<file path="config.mk">
export PLATFORM = sky130hd
export DESIGN_NAME = sync_fifo_flags
export DESIGN_NICKNAME = d
export VERILOG_FILES = /design/src/rtl/sync_fifo_flags.sv
export SDC_FILE = /design/constraint.sdc
export NUM_CORES = 1
export LEC_CHECK = 0
export CELL_PAD_IN_SITES_DETAIL_PLACEMENT = 1
export CELL_PAD_IN_SITES_GLOBAL_PLACEMENT = 1
export CORE_MARGIN = 1
export CORE_UTILIZATION = 25
export DETAILED_ROUTE_END_ITERATION = 8
export PLACE_DENSITY_LB_ADDON = 0.2
export SLEW_MARGIN = 30
export SYNTH_ARGS = -nofsm -noshare
export SYNTH_HDL_FRONTEND = slang
export SYNTH_SLANG_ARGS = --single-unit
</file>
<file path="constraint.sdc">
create_clock -name clk -period 5.33 [get_ports clk]
set_input_delay 1.066 -clock clk [delete_from_list [all_inputs] [get_ports clk]]
set_output_delay 1.066 -clock clk [all_outputs]
set_load 0.02 [all_outputs]
</file>
<file path="src/rtl/sync_fifo_flags.sv">
// Single-clock FIFO with registered level/almost flags, synchronous flush and sticky ovf/udf.
// Define SYNC_FIFO_FWFT_EN for first-word-fall-through reads (rdv = ~rempty, rrq pops the head).
// Handshake: a write is taken when wdv=1 and wfull=0; a pop is taken when rrq=1 and rempty=0.
// Requests made against a full or empty FIFO are dropped and latch ovf or udf.

module sync_fifo_flags #(
    parameter int DWIDTH        = 16,
    parameter int AWIDTH        = 5,
    parameter int AFULL_THRESH  = 28,
    parameter int AEMPTY_THRESH = 4
) (
    input  logic              clk,
    input  logic              arst_n,
    input  logic              flush,
    input  logic              wdv,
    input  logic [DWIDTH-1:0] wdata,
    output logic              wfull,
    output logic              afull,
    input  logic              rrq,
    output logic              rdv,
    output logic [DWIDTH-1:0] rdata,
    output logic              rempty,
    output logic              aempty,
    output logic [AWIDTH:0]   level,
    output logic              ovf,
    output logic              udf
);

    localparam int              DEPTH = 2**AWIDTH;
    localparam logic [AWIDTH:0] AF_L  = (AWIDTH+1)'(AFULL_THRESH);
    localparam logic [AWIDTH:0] AE_L  = (AWIDTH+1)'(AEMPTY_THRESH);

    logic [DWIDTH-1:0] mem [DEPTH];
    logic [AWIDTH:0]   wptr, rptr, wptr_nx, rptr_nx, level_nx;
    logic              wr_ok, rd_ok, full_nx;

    assign wr_ok = wdv & ~wfull & ~flush;
    assign rd_ok = rrq & ~rempty & ~flush;

    always_comb begin
        wptr_nx = wptr + {{AWIDTH{1'b0}}, wr_ok};
        rptr_nx = rptr + {{AWIDTH{1'b0}}, rd_ok};
        if (flush) begin
            wptr_nx = '0;
            rptr_nx = '0;
        end
        // Full: same address, opposite wrap bit; the subtraction then yields DEPTH, not 0.
        level_nx = wptr_nx - rptr_nx;
        full_nx  = (wptr_nx[AWIDTH-1:0] == rptr_nx[AWIDTH-1:0]) &&
                   (wptr_nx[AWIDTH] != rptr_nx[AWIDTH]);
    end

    always_ff @(posedge clk or negedge arst_n) begin
        if (!arst_n) begin
            wptr   <= '0;
            rptr   <= '0;
            level  <= '0;
            wfull  <= 1'b0;
            afull  <= 1'b0;
            rempty <= 1'b1;
            aempty <= 1'b1;
            ovf    <= 1'b0;
            udf    <= 1'b0;
        end else begin
            wptr   <= wptr_nx;
            rptr   <= rptr_nx;
            level  <= level_nx;
            wfull  <= full_nx;
            afull  <= (level_nx >= AF_L);
            rempty <= (level_nx == '0);
            aempty <= (level_nx <= AE_L);
            if (flush) begin
                ovf <= 1'b0;
                udf <= 1'b0;
            end else begin
                if (wdv && wfull) ovf <= 1'b1;
                if (rrq && rempty) udf <= 1'b1;
            end
        end
    end

    always_ff @(posedge clk) begin
        if (wr_ok) mem[wptr[AWIDTH-1:0]] <= wdata;
    end

`ifdef SYNC_FIFO_FWFT_EN
    logic [DWIDTH-1:0] head_nx;

    // The next head is the word being written this edge when everything older has been popped.
    always_comb begin
        head_nx = rdata;
        if (level_nx != '0) begin
            if (wr_ok && (rptr_nx == wptr)) head_nx = wdata;
            else                            head_nx = mem[rptr_nx[AWIDTH-1:0]];
        end
    end

    always_ff @(posedge clk or negedge arst_n) begin
        if (!arst_n) rdata <= '0;
        else         rdata <= head_nx;
    end

    assign rdv = ~rempty;
`else
    always_ff @(posedge clk or negedge arst_n) begin
        if (!arst_n) begin
            rdv   <= 1'b0;
            rdata <= '0;
        end else begin
            rdv <= rd_ok;
            if (rd_ok) rdata <= mem[rptr[AWIDTH-1:0]];
        end
    end
`endif

endmodule

</file>
==> results.tsv, run 1 <==
metric	value	unit
sequential power share	49.3	%
Compound-Gate Fraction of Synth Area	5.31	%
fin nets	1275	
global-route wire length before repair	84800	microns
Clock Latency Late Sink	0.62	ns
Rel. slew slack	30.5	%
post-cts resize count	0	
Port Buffer Count	49	
cell count after synthesis	1143	
Clock Tree Root	clkbuf_16	
Seq. cell area	0.0164	sq mm
R2R setup slack	2.15	ns
Top FF cell, synth	edfxtp_1	
final hold violations	0	
setup tns final	0	ns
post-synth top area cell	edfxtp_1	
most common cell after layout, fill and taps aside	edfxtp_1	
CP arrival	4.38	ns
worst reg-to-reg path cell count	9	
XOR/XNOR Fraction of Synth Area	0.283	%
ant diodes	0	
Post-Synth Simple-Gate Area	2.82	%
Max FO, Critical Path	12	
Post-route DRC	0	
Internal	7.63	mW
final worst setup slack	1.45	ns
Cell Rows	107	
RR Startpoint	rptr[1]	
1st-iter DRT viols	753	
Hold Buf Count CTS	0	
RSZ-0062 raised after global routing	false	
global route overflow	0	
Yosys reg bits	553	
Leak	8.01	nW
P&R area growth vs syn	18.8	%
total track usage	13.6	%
die height	296	microns
via density per instance	4.50	
clock tree sinks	553	
Yosys top cell area share	71.1	%
final WL	59400	microns
EDFF count, synth	512	
distinct cell type count after synthesis	45	
minimum clock period	3.88	ns
CP startpoint	flush	
Comb pwr share	9.5	%
core area	0.0854	sq mm
most frequent cells in the layout	edfxtp_1, mux2i_1, a22oi_1, mux4_2, clkbuf_16	
Setup-failing EPs final	0	
worst slew pin tran	1.04	ns
multi-input logic area	0.00495	sq mm
via count	10955	
Synth Area in Adders	0.613	%
Final Non-Filler Cells	2437	
largest family of logic cells by synthesized area	multiplexers	
vias in the first global route	11654	
drt wl/cell	24.4	microns
VDD IR-drop max	0.254	mV
Reg2Reg Capture Point	afull	
Max Fclk	258	MHz
Critical Path RT	5.83	ns
Die W	296	microns
end point of the critical path	afull	
Seq/Total Area, Yosys	75.8	%
Final period util	72.7	%
clk slew on worst S/H paths	0.06	ns
largest net degree at the start of global routing	112	
CP endpoint kind	register	
post-synthesis mux area share	13.4	%
worst min path class	input port to async pin	
Mapped Avg Cell Area	18.9	sq um
synth warn	0	
antenna violations before repair	0	
Post-CTS Setup Inserts	0	
WHS	0.461	ns
remaining antenna violation count	0	
Ports	50	
Sw Ratio	23.1	%
cell count after placement	2327	
Detailed Place HPWL	34500	microns
status	completed	
pwr/cell area	386	mW/mm^2
number of max-cap violations	0	
Overall Power	9.92	mW
critical path class	input port to register	
largest cells by area after synthesis	edfxtp_1, mux4_2, mux2i_1	
fillers	8837	
Max clock buf depth	3	
Clk pwr share	41.1	%
H-tree depth	2	
routability cong.	0.769	
Psw	2.29	mW
Layout Skew	0.0272	ns
syn nets	1174	
Pre-antenna DRT Iters	5	
Post-Syn Area	0.0216	sq mm
Initial Utilization	25.3	%
ratio of cells with drive above 1 in the final layout	20.0	%
CTS tree	built	
Slew Viols, Final	0	
post-synthesis async set-or-reset flop share	7.41	%
die area	0.0877	sq mm
pre-CTS setup slack	0.844	ns
critical path launch point type	input port	
Num CTS Buffers	59	
## metal layers
| metal | up-vias | GRT usage, % | share of wire (%) |
|---|---|---|---|
| met5 | - | 0 | 0 |
| met1 | 5838 | 19.7 | 48 |
| li1 | 4832 | - | - |
| met3 | 75 | 1.78 | 3.5 |
| met2 | 210 | 21.4 | 46 |
| met4 | 0 | 3.99 | 2.2 |
## Yosys cell counts (all sizes together) (2+ instances only)
cell type / count
nor2b: 6
xor2: 5
buf: 29
o21ai: 4
nand3: 7
ha: 9
nor2: 47
a22oi: 97
mux4: 64
a21boi: 2
o21a: 2
clkbuf: 37
or2: 3
a21oi: 37
nand2: 26
nand3b: 5
mux2i: 128
edfxtp: 512
mux2: 16
dfrtp: 39
dfstp: 2
nor4: 2
inv: 13
a221oi: 16
xnor2: 2
or3: 20
## worst max-delay path, cell delays in order
cell             delay, ns
clkdlybuf4s50_1       0.46
buf_4                 0.18
inv_1                 0.14
nand3b_1              0.23
inv_1                 0.09
ha_1                  0.22
ha_1                  0.29
nand2_1               0.12
inv_1                 0.07
ha_1                  0.30
nor2b_1               0.15
o31a_1                0.25
o21ai_0               0.24
a22oi_1               0.20
a311o_1               0.35
## cell type report
type | count | share of cell area (%)
Inverter | 13 | 0.190
Clock inverter | 26 | 0.890
Clock buffer | 84 | 6.62
Timing Repair Buffer | 106 | 3.66
Tap cell | 1144 | 5.57
Sequential cell | 553 | 63.8
Multi-Input combinational cell | 511 | 19.3
## flip-flops by register name (all words and copies together), names as in the netlist
register and count:
rdv 1, udf 1, rdata 16, rempty 1, wptr 6, mem 512, aempty 1, ovf 1
rptr 6, level 6, afull 1, wfull 1
## metrics by stage
step / cell area, sq um / utilization [%]
finish: 25700 / 30.1
detailed placement: 23800 / 27.8
global route: 25700 / 30.1
global placement: 23700 / 27.8
floorplan: 21600 / -
CTS: 25700 / 30.1
## power by group through the flow
stage	logic [mW]	registers [mW]	clock network (mW)
floorplan	0.533	5.00	0
global placement	0.958	4.99	0
detailed placement	0.968	4.99	0
CTS	0.971	4.90	4.21
global route	1.02	4.90	4.35
finish	0.944	4.90	4.08
## kinds of logic (layout without fill, tap and decap cells)
| group | count (synthesis) | count (layout) |
|---|---|---|
| AOI/OAI and AO/OA | 163 | 163 |
| adders and majority gates | 10 | 10 |
| xor gates and xnor gates | 7 | 7 |
| muxes | 208 | 208 |
| DFF | 553 | 553 |
| and+or+nand+nor | 123 | 123 |
| buffers and inverters | 79 | 229 |
## worst min-delay path by stage
stage | endpoint | cells after the start | slack [ns] | from
after CTS | rptr[0] | 1 | 0.44 | arst_n
after global routing | rptr[0] | 1 | 0.48 | arst_n
after floorplan | wptr[5] | 2 | 0.53 | wptr[5]
after detailed placement | ovf | 2 | 0.50 | ovf
final | rptr[0] | 1 | 0.46 | arst_n
after global placement | ovf | 2 | 0.49 | ovf
Note: power is estimated with default switching activity, not from simulation.
==> run 2: changes to the inputs <==
Clock period 5.33 ns to 3.8 ns, I/O delays scaled along.
==> run 2 against run 1 <==
Effect of this change:
- clock power increased by 35%
- worst setup slack got worse by 0.83 ns
- non-clock buffer count increased by 22
- largest cell class unchanged
- register-to-register slack got worse by 1.3 ns
- hold slack got worse by 0.24 ns
- largest power group unchanged
- critical endpoint unchanged
- utilization about the same
- via count increased by 1.9%
- combinational power increased by 43%
- first-iteration DRC count increased by 10%
- sequential share of layout area decreased by 0.099 points
- design area increased by 0.16%
- clock skew increased by 0.0047 ns
==> results.tsv, run 2 (same netlist as run 1, synthesis figures left out) <==
metric	value	unit
status	completed	
Post-route DRC	0	
drt wl/cell	24.3	microns
Num CTS Buffers	60	
worst reg-to-reg path cell count	12	
Final Non-Filler Cells	2462	
Max Fclk	315	MHz
Clock Tree Root	clkbuf_16	
Cell Rows	107	
Final period util	83.6	%
antenna violations before repair	2	
1st-iter DRT viols	832	
via density per instance	4.53	
Comb pwr share	9.9	%
DP Area	0.0239	sq mm
remaining antenna violation count	0	
DR top layer	met4	
core area	0.0854	sq mm
Slew Viols, Final	0	
most frequent cells in the layout	edfxtp_1, mux2i_1, a22oi_1, buf_4, mux4_2	
global-route wire length before repair	86400	microns
max reg flops	512	
die area	0.0877	sq mm
Reg2Reg Capture Point	afull	
pwr/cell area	531	mW/mm^2
fin nets	1298	
Critical Path RT	4.30	ns
VDD IR-drop max	0.349	mV
vias in the first global route	11849	
via count	11161	
Detailed Place HPWL	34900	microns
Detail Route met3 WL	2290	microns
clk slew on worst S/H paths	0.06	ns
worst slew pin tran	0.813	ns
largest net degree at the start of global routing	116	
Setup-failing EPs final	0	
Max clock buf depth	3	
CP arrival	3.68	ns
Port Buffer Count	49	
met1 wire length	29000	microns
ratio of cells with drive above 1 in the final layout	20.4	%
CP startpoint	flush	
clock tree sinks	553	
Ports	50	
Clk pwr share	40.1	%
Clock Latency Late Sink	0.63	ns
most common cell after layout, fill and taps aside	edfxtp_1	
RR Startpoint	rempty	
P&R area growth vs syn	19.0	%
RSZ-0062 raised after global routing	false	
worst min path class	input port to async pin	
CTS tree	built	
setup tns final	0	ns
critical path launch point type	input port	
Pre-antenna DRT Iters	5	
minimum clock period	3.18	ns
Hold Buf Count CTS	0	
Psw	3.25	mW
Post-CTS Setup Inserts	0	
global route overflow	0	
post-layout util	30.2	%
Die W	296	microns
Max FO, Critical Path	4	
critical path class	input port to register	
cell count after placement	2348	
R2R setup slack	0.83	ns
die height	296	microns
final hold violations	0	
Sw Ratio	23.7	%
final worst setup slack	0.621	ns
sequential power share	50.0	%
Internal	10.4	mW
final WL	59900	microns
total track usage	13.8	%
number of max-cap violations	0	
Overall Power	13.7	mW
Rel. slew slack	45.6	%
routability cong.	0.752	
H-tree depth	2	
fillers	8885	
CP endpoint kind	register	
Leak	8.05	nW
Initial Utilization	25.3	%
WHS	0.216	ns
Layout Skew	0.0319	ns
post-cts resize count	0	
pre-CTS setup slack	0.00175	ns
met2 WL	27400	microns
Finished Cell Area	0.0258	sq mm
run 2: cell types whose count changed in the layout (fill, tap and decap cells not counted), moves of 4 or more:
cell      previous run  this run
buf_4               56        76
clkbuf_8            11         0
clkinv_1            13        23
nor2_2              15        19
nor2_4               5         0
run 2: how the worst max path moves through the flow:
stage / slack [ns] / depth (start not counted) / end
after floorplan: 0.23 / 15 / afull
after global placement: 0.10 / 14 / afull
after detailed placement: 0.002 / 14 / afull
after CTS: 0.67 / 14 / afull
after global routing: 0.43 / 14 / rempty
final: 0.62 / 14 / afull
run 2: worst max-delay path: stages:
cell and delay, ns:
clkdlybuf4s50_1 0.42, inv_1 0.11, nand3b_1 0.12, inv_1 0.09
ha_1 0.19, nand3_1 0.16, xor2_1 0.18, or2_2 0.30
ha_1 0.34, o21a_1 0.13, o31a_1 0.10, o21ai_0 0.23
a22oi_1 0.18, a311o_1 0.36
run 2: cell type report:
cell class              count  area, sq um  share of cell area, %
clock buffers              72         1550                   6.00
well taps                1144         1430                   5.56
flip-flops and latches    553        16400                   63.7
inverters                  13         48.8                  0.189
repair buffers            128         1120                   4.36
multi-input cells         511         4910                   19.1
clock inverters            39          280                   1.09
diodes                      2         5.00                 0.0194
run 2: power groups by stage:
stage / Combinational (mW) / Clock [mW] / Sequential (mW)
after floorplan: 0.748 / 0 / 7.01
after global placement: 1.37 / 0 / 6.97
after detailed placement: 1.38 / 0 / 6.97
after CTS: 1.39 / 5.67 / 6.84
after global routing: 1.47 / 5.86 / 6.85
final: 1.35 / 5.49 / 6.84
run 2: metal layers:
layer,up-vias,global-route usage [%]
met5,-,0
met4,0,3.47
met3,71,2.29
met2,213,21.4
met1,5973,20.0
li1,4904,-
